File: src/rtl/conv_window_ctrl.sv
`default_nettype none
// ============================================================================
// Module      : conv_window_ctrl
// Description : Line-buffer bank sequencer for the first convolution layer.
//               Steers a raster pixel stream into KERNEL line buffers and,
//               once KERNEL rows are resident, sweeps the shared column read
//               address so every KERNEL x KERNEL window is offered to the MAC
//               array under a valid/ready handshake. Input is stalled while
//               a row of windows is being swept.
// Ports       : clk_i          - clock, all state on rising edge
//               rst_ni         - asynchronous active-low reset
//               start_i        - begin a frame (sampled in IDLE only)
//               in_valid_i     - upstream pixel available
//               in_ready_o     - controller accepting pixels
//               line_we_o      - one-hot line-buffer write enable
//               read_address_o - shared column read address (left column)
//               oldest_sel_o   - buffer holding the topmost window row
//               win_valid_o    - window on buffer outputs is valid
//               win_ready_i    - downstream consumed the window
//               out_row_o      - output row of current window
//               busy_o         - controller not idle
//               frame_done_o   - one-cycle end-of-frame pulse
// Revision    : 1.0 - initial release
// ============================================================================
module conv_window_ctrl #(
  parameter int IM_DIM = 28,
  parameter int KERNEL = 3,
  parameter int AW     = $clog2(IM_DIM),
  parameter int SW     = (KERNEL > 1) ? $clog2(KERNEL) : 1
) (
  input  logic              clk_i,
  input  logic              rst_ni,
  input  logic              start_i,
  input  logic              in_valid_i,
  output logic              in_ready_o,
  output logic [KERNEL-1:0] line_we_o,
  output logic [AW-1:0]     read_address_o,
  output logic [SW-1:0]     oldest_sel_o,
  output logic              win_valid_o,
  input  logic              win_ready_i,
  output logic [AW-1:0]     out_row_o,
  output logic              busy_o,
  output logic              frame_done_o
);

  localparam int RW = $clog2(KERNEL + 1);

  localparam logic [AW-1:0] c_col_last  = AW'(IM_DIM - 1);
  localparam logic [AW-1:0] c_rd_last   = AW'(IM_DIM - KERNEL);
  localparam logic [AW-1:0] c_row_last  = AW'(IM_DIM - KERNEL);
  localparam logic [SW-1:0] c_line_last = SW'(KERNEL - 1);
  localparam logic [RW-1:0] c_rows_full = RW'(KERNEL);

  typedef enum logic [1:0] {
    ST_IDLE  = 2'd0,
    ST_FILL  = 2'd1,
    ST_SWEEP = 2'd2,
    ST_DONE  = 2'd3
  } state_t;

  state_t          r_state,        w_state;
  logic [AW-1:0]   r_col,          w_col;
  logic [SW-1:0]   r_wr_line,      w_wr_line;
  logic [RW-1:0]   r_rows_loaded,  w_rows_loaded;
  logic [AW-1:0]   r_read_address, w_read_address;
  logic [AW-1:0]   r_out_row,      w_out_row;
  logic [SW-1:0]   r_oldest_sel,   w_oldest_sel;
  logic            r_in_ready,     w_in_ready;
  logic            r_win_valid,    w_win_valid;
  logic            r_busy,         w_busy;
  logic            r_done,         w_done;
  logic            w_fill_hs;
  logic [KERNEL-1:0] w_line_we;

  always_ff @(posedge clk_i or negedge rst_ni) begin
    if (!rst_ni) begin
      r_state        <= ST_IDLE;
      r_col          <= '0;
      r_wr_line      <= '0;
      r_rows_loaded  <= '0;
      r_read_address <= '0;
      r_out_row      <= '0;
      r_oldest_sel   <= '0;
      r_in_ready     <= 1'b0;
      r_win_valid    <= 1'b0;
      r_busy         <= 1'b0;
      r_done         <= 1'b0;
    end else begin
      r_state        <= w_state;
      r_col          <= w_col;
      r_wr_line      <= w_wr_line;
      r_rows_loaded  <= w_rows_loaded;
      r_read_address <= w_read_address;
      r_out_row      <= w_out_row;
      r_oldest_sel   <= w_oldest_sel;
      r_in_ready     <= w_in_ready;
      r_win_valid    <= w_win_valid;
      r_busy         <= w_busy;
      r_done         <= w_done;
    end
  end

  always_comb begin
    w_state        = r_state;
    w_col          = r_col;
    w_wr_line      = r_wr_line;
    w_rows_loaded  = r_rows_loaded;
    w_read_address = r_read_address;
    w_out_row      = r_out_row;
    w_oldest_sel   = r_oldest_sel;
    // r_in_ready is high exactly in FILL, so it doubles as the state qualifier
    w_fill_hs      = in_valid_i & r_in_ready;

    case (r_state)
      ST_IDLE: begin
        if (start_i) begin
          w_state        = ST_FILL;
          w_col          = '0;
          w_wr_line      = '0;
          w_rows_loaded  = '0;
          w_read_address = '0;
          w_out_row      = '0;
          w_oldest_sel   = '0;
        end
      end
      ST_FILL: begin
        if (w_fill_hs) begin
          if (r_col == c_col_last) begin
            w_col         = '0;
            w_wr_line     = (r_wr_line == c_line_last) ? '0 : r_wr_line + 1'b1;
            w_rows_loaded = (r_rows_loaded == c_rows_full) ? r_rows_loaded
                                                           : r_rows_loaded + 1'b1;
            if (w_rows_loaded == c_rows_full) begin
              w_state        = ST_SWEEP;
              w_read_address = '0;
            end
          end else begin
            w_col = r_col + 1'b1;
          end
        end
      end
      ST_SWEEP: begin
        if (win_ready_i) begin
          if (r_read_address == c_rd_last) begin
            if (r_out_row == c_row_last) begin
              w_state = ST_DONE;
            end else begin
              // wr_line already points at the buffer that held the oldest row
              w_out_row      = r_out_row + 1'b1;
              w_oldest_sel   = (r_oldest_sel == c_line_last) ? '0 : r_oldest_sel + 1'b1;
              w_read_address = '0;
              w_state        = ST_FILL;
            end
          end else begin
            w_read_address = r_read_address + 1'b1;
          end
        end
      end
      ST_DONE: begin
        w_state = ST_IDLE;
      end
      default: begin
        w_state = ST_IDLE;
      end
    endcase

    // Status flags are registered from the next state so they align with it
    w_in_ready  = (w_state == ST_FILL);
    w_win_valid = (w_state == ST_SWEEP);
    w_busy      = (w_state != ST_IDLE);
    w_done      = (w_state == ST_DONE);

    w_line_we = '0;
    for (int i = 0; i < KERNEL; i++) begin
      if (w_fill_hs && (r_wr_line == SW'(i))) begin
        w_line_we[i] = 1'b1;
      end
    end
  end

  assign in_ready_o     = r_in_ready;
  assign line_we_o      = w_line_we;
  assign read_address_o = r_read_address;
  assign oldest_sel_o   = r_oldest_sel;
  assign win_valid_o    = r_win_valid;
  assign out_row_o      = r_out_row;
  assign busy_o         = r_busy;
  assign frame_done_o   = r_done;

endmodule
`default_nettype wire

File: config.mk
export PLATFORM = sky130hd
export DESIGN_NAME = conv_window_ctrl
export DESIGN_NICKNAME = d
export VERILOG_FILES = /design/src/rtl/conv_window_ctrl.sv
export SDC_FILE = /design/constraint.sdc
export NUM_CORES = 1
export LEC_CHECK = 0
export BUFFER_PORTS_ARGS = -buffer_cell sky130_fd_sc_hd__buf_2
export CAP_MARGIN = 5
export CORE_MARGIN = 1.5
export CORE_UTILIZATION = 50
export CTS_CLUSTER_SIZE = 14
export DETAILED_ROUTE_END_ITERATION = 10
export GPL_TIMING_DRIVEN = 0
export PLACE_DENSITY_LB_ADDON = 0.25
export RECOVER_POWER = 25
export SYNTH_ARGS = -nofsm -noshare
export SYNTH_HDL_FRONTEND = slang
export SYNTH_SLANG_ARGS = --single-unit
File: constraint.sdc
create_clock -name clk_i -period 1.78 [get_ports clk_i]
set_input_delay 0.267 -clock clk_i [delete_from_list [all_inputs] [get_ports clk_i]]
set_output_delay 0.267 -clock clk_i [all_outputs]
set_load 0.1 [all_outputs]
==> metrics.log <==
INFO  metric crit_type = reg2reg
INFO  metric synthTopCellsByArea = dfrtp_1, ha_1, nand2_1
INFO  metric height_of_the_die = 57.0 um
INFO  metric insertedDiodeCount = 0
INFO  metric finalCritPeriodShare = 98.7%
INFO  metric place_worst_setup_slack = -0.0107 ns
INFO  metric hold_critical_path_depth = 3
INFO  metric yosys_most_used_dff = dfrtp_1
INFO  metric timing.critical_path.from_type = flip-flop
INFO  metric rsz_0062_raised_after_global_routing = yes
INFO  metric slew_violations = 0
INFO  metric port_buffers = 23
INFO  metric layout-drive-gt1-share = 42.5%
INFO  metric finalHoldWorstSlack = 0.261 ns
INFO  metric design.portCount = 24
INFO  metric category_of_the_worst_setup_path_capture_point = flip-flop
INFO  metric final.setup.tns = 0 ns
INFO  metric clk_pin_slew_worst_paths = 0.16 ns
INFO  metric cts-htree-levels = 1
INFO  metric p_total = 1.72 mW
INFO  metric final-hold-violation-count = 0
INFO  metric syn_nets = 155
INFO  metric timing_worst_slew_pin_value = 0.652 ns
INFO  metric floorplan.die.width = 57.0 um
INFO  metric peak_supply_drop = 1170 uV
INFO  metric detailedRoute.firstPassIterationCount = 4
INFO  metric grt_use_total = 21.4%
INFO  metric timing.hold.worst_endpoint = read_address_o[2]$_DFFE_PN0P_
INFO  metric via_count_of_the_first_global_routing_pass = 1172
INFO  metric place.detailed.hpwl = 2200 um
INFO  metric tritoncts = yes
INFO  metric power-per-cell-area = 930 nW/um2
INFO  metric antenna_found_initial = 0
INFO  metric critical_path.cell_chain = inv_2 -> ha_1 -> and4b_2 -> nand3b_4 -> nor3_2 -> mux2_2 -> a22o_1
INFO  metric design.final.nets = 192
INFO  metric number_of_warnings_printed_during_yosys_synthesis = 0
INFO  metric netlist_instances = 145
INFO  metric multiInputGateArea = 836 um2
INFO  metric grt_overflow_total = 0
INFO  metric critical_path_peak_fanout = 5
INFO  metric critical_path.reg2reg.endpoint = oldest_sel_o[0]$_DFFE_PN0P_
INFO  metric synth_top_cell_by_area = dfrtp_1
INFO  metric clockBufferDepth = 2
INFO  metric worst_hold_startpoint = win_ready_i
INFO  metric timing.reg2reg.worst_path_depth = 7
INFO  metric floorplan.initialDensity = 52.9%
INFO  metric maxCapViolCount = 0
INFO  metric crit-reg2reg-launch = out_row_o[1]$_DFFE_PN0P_
INFO  metric clockRootBuffer = clkbuf_4
INFO  metric layout.cells.most_common = buf_2
INFO  metric coreArea = 2760 um2
INFO  metric grt_first_pass_wirelength = 5450 um
INFO  metric layout_setup_ws = 0.0237 ns
INFO  metric cts-buffers-inserted = 3
INFO  metric num-fill-cells = 217
INFO  metric crit_path_max_delay_cell_type = dfrtp_4
INFO  metric finalSetupViolCount = 0
INFO  metric max_clock_freq = 569 MHz
INFO  metric num_rows = 19
INFO  metric timing.max_slew.rel_slack = 56.5%
INFO  metric final_util = 67.1%
INFO  metric min-delay-path-class = in2reg
INFO  metric ff2ff_setup_slack = 0.02 ns
INFO  metric critPathArrivalTime = 2.00 ns
INFO  metric drt-wirelength-per-cell = 15.0 um
INFO  metric drc_errors_left = 0
INFO  metric regArea = 702 um2
INFO  metric synth_edf_count = 0
INFO  metric setup_skew_after_layout = 0.0124 ns
INFO  metric cts.sinks = 27
INFO  metric routed-via-count = 1241
INFO  metric yosys_register_bits = 27
INFO  metric leakagePower = 0.859 nW
INFO  metric total_wire_length = 3180 um
INFO  metric ys_async_sr_fraction = 100%
INFO  metric synth_seq_area_share = 46.3%
INFO  metric path_delay_family = flip-flops
INFO  metric worstPathRequired = 2.02 ns
INFO  metric areaGrowthSynthToFinish = 26.8%
INFO  metric synth.cell_area = 1460 um2
INFO  metric max_stage_delay = 0.51 ns
INFO  metric drtIter0Drc = 40
INFO  metric worst_skew_pair_latency = 0.34 ns
INFO  metric outcome = complete, no violations
INFO  metric finalWeightedCongestion = 0.752
INFO  metric netlist.area_leader.share = 46.3%
INFO  metric path_buf_inv = 1
INFO  metric mostFrequentLayoutCells = buf_2, dfrtp_1, nand2_1
INFO  metric via_per_inst = 5.85
INFO  metric final_period_demand_of_the_worst_path = 1.76 ns
INFO  metric ant_nets = 0
INFO  metric grt_start_max_net_pins = 28
INFO  metric fp.dieArea = 3250 um2
INFO  metric synthDistinctLibCells = 42
INFO  metric avgSynthCellArea = 10.1 um2
[state kept, by name (all words and copies together) (netlist names), 2 cells and up]
signal and count:
out_row_o 5, r_col 5, read_address_o 5, oldest_sel_o 2, r_rows_loaded 2, r_state 2, r_wr_line 2
[routing by layer]
metal  share of wire (%)  track usage, %  up-vias
met5                   0               0        -
met4                 1.6            6.31        0
met3                 4.2            2.04        7
met2                  50            36.1       32
met1                  44            29.4      611
li1                    -               -      591
[layout make-up]
type,count,area share (%)
Timing Repair Buffer,31,10.0
Clock buffer,3,1.22
Sequential cell,27,37.9
Multi-Input combinational cell,107,45.2
Clock inverter,1,0.270
Tap cell,31,2.10
Buffer,4,1.56
Inverter,8,1.76
[power by group]
group          switching, mW  leakage [nW]  internal [mW]
Combinational          0.397         0.515          0.222
Clock                  0.192        0.0177         0.0845
Sequential             0.115         0.326          0.710
Total                  0.704         0.859           1.02
[worst max path at each step]
| stage | from | slack (ns) | to | depth (start not counted) |
|---|---|---|---|---|
| final | out_row_o[1]$_DFFE_PN0P_ | 0.02 | oldest_sel_o[0]$_DFFE_PN0P_ | 7 |
| after CTS | out_row_o[0]$_DFFE_PN0P_ | 0.009 | out_row_o[2]$_DFFE_PN0P_ | 5 |
| after detailed placement | out_row_o[0]$_DFFE_PN0P_ | -0.01 | out_row_o[2]$_DFFE_PN0P_ | 5 |
| after global placement | out_row_o[1]$_DFFE_PN0P_ | 0.03 | oldest_sel_o[0]$_DFFE_PN0P_ | 7 |
| after floorplan | read_address_o[1]$_DFFE_PN0P_ | -0.1 | oldest_sel_o[0]$_DFFE_PN0P_ | 8 |
| after global routing | read_address_o[1]$_DFFE_PN0P_ | -0.05 | out_row_o[1]$_DFFE_PN0P_ | 8 |
[metrics by stage]
step | instance area [um2] | cells
final | 1850 | 212
after global routing | 1850 | 212
after CTS | 1780 | 209
after detailed placement | 1690 | 199
after global placement | 1690 | 199
after floorplan | 1540 | 145
[worst reg2reg max path, delay by kind of cell (launching register included)]
kind | cells | cell delay (ns)
adders and majority gates | 1 | 0.13
buffers and inverters | 1 | 0.05
AOI/OAI and AO/OA | 1 | 0.19
and+or+nand+nor | 3 | 0.51
muxes | 1 | 0.26
DFF | 1 | 0.51
[Yosys cell counts (4+ instances only)]
master and number:
a21oi_1 4, a22o_1 5, dfrtp_1 27, ha_1 5, inv_1 8, nand2_1 16
nand3_1 10, nor2_1 10, nor2b_1 4, nor3_1 4, o21ai_0 11
[what timing repair did]
action,CTS,global route
endpoints found under the setup margin,5,16
endpoints found under the hold margin,27,0
hold buffers,1,0
buffers inserted,4,3
gates cloned,1,0
pin swaps,0,8
resized for setup,3,13
[cell families (layout without fill, tap and decap cells)]
group / Yosys count / after routing / share of synthesized area (%)
buf+inv: 12 / 47 / 4.03
mux: 4 / 4 / 2.92
simple gates: 59 / 60 / 22.4
xor+xnor: 2 / 2 / 1.20
fa+ha+maj: 5 / 5 / 4.29
flops: 27 / 27 / 46.3
compound gates: 36 / 36 / 18.9
No activity file was read; power rests on OpenSTA's default activity.
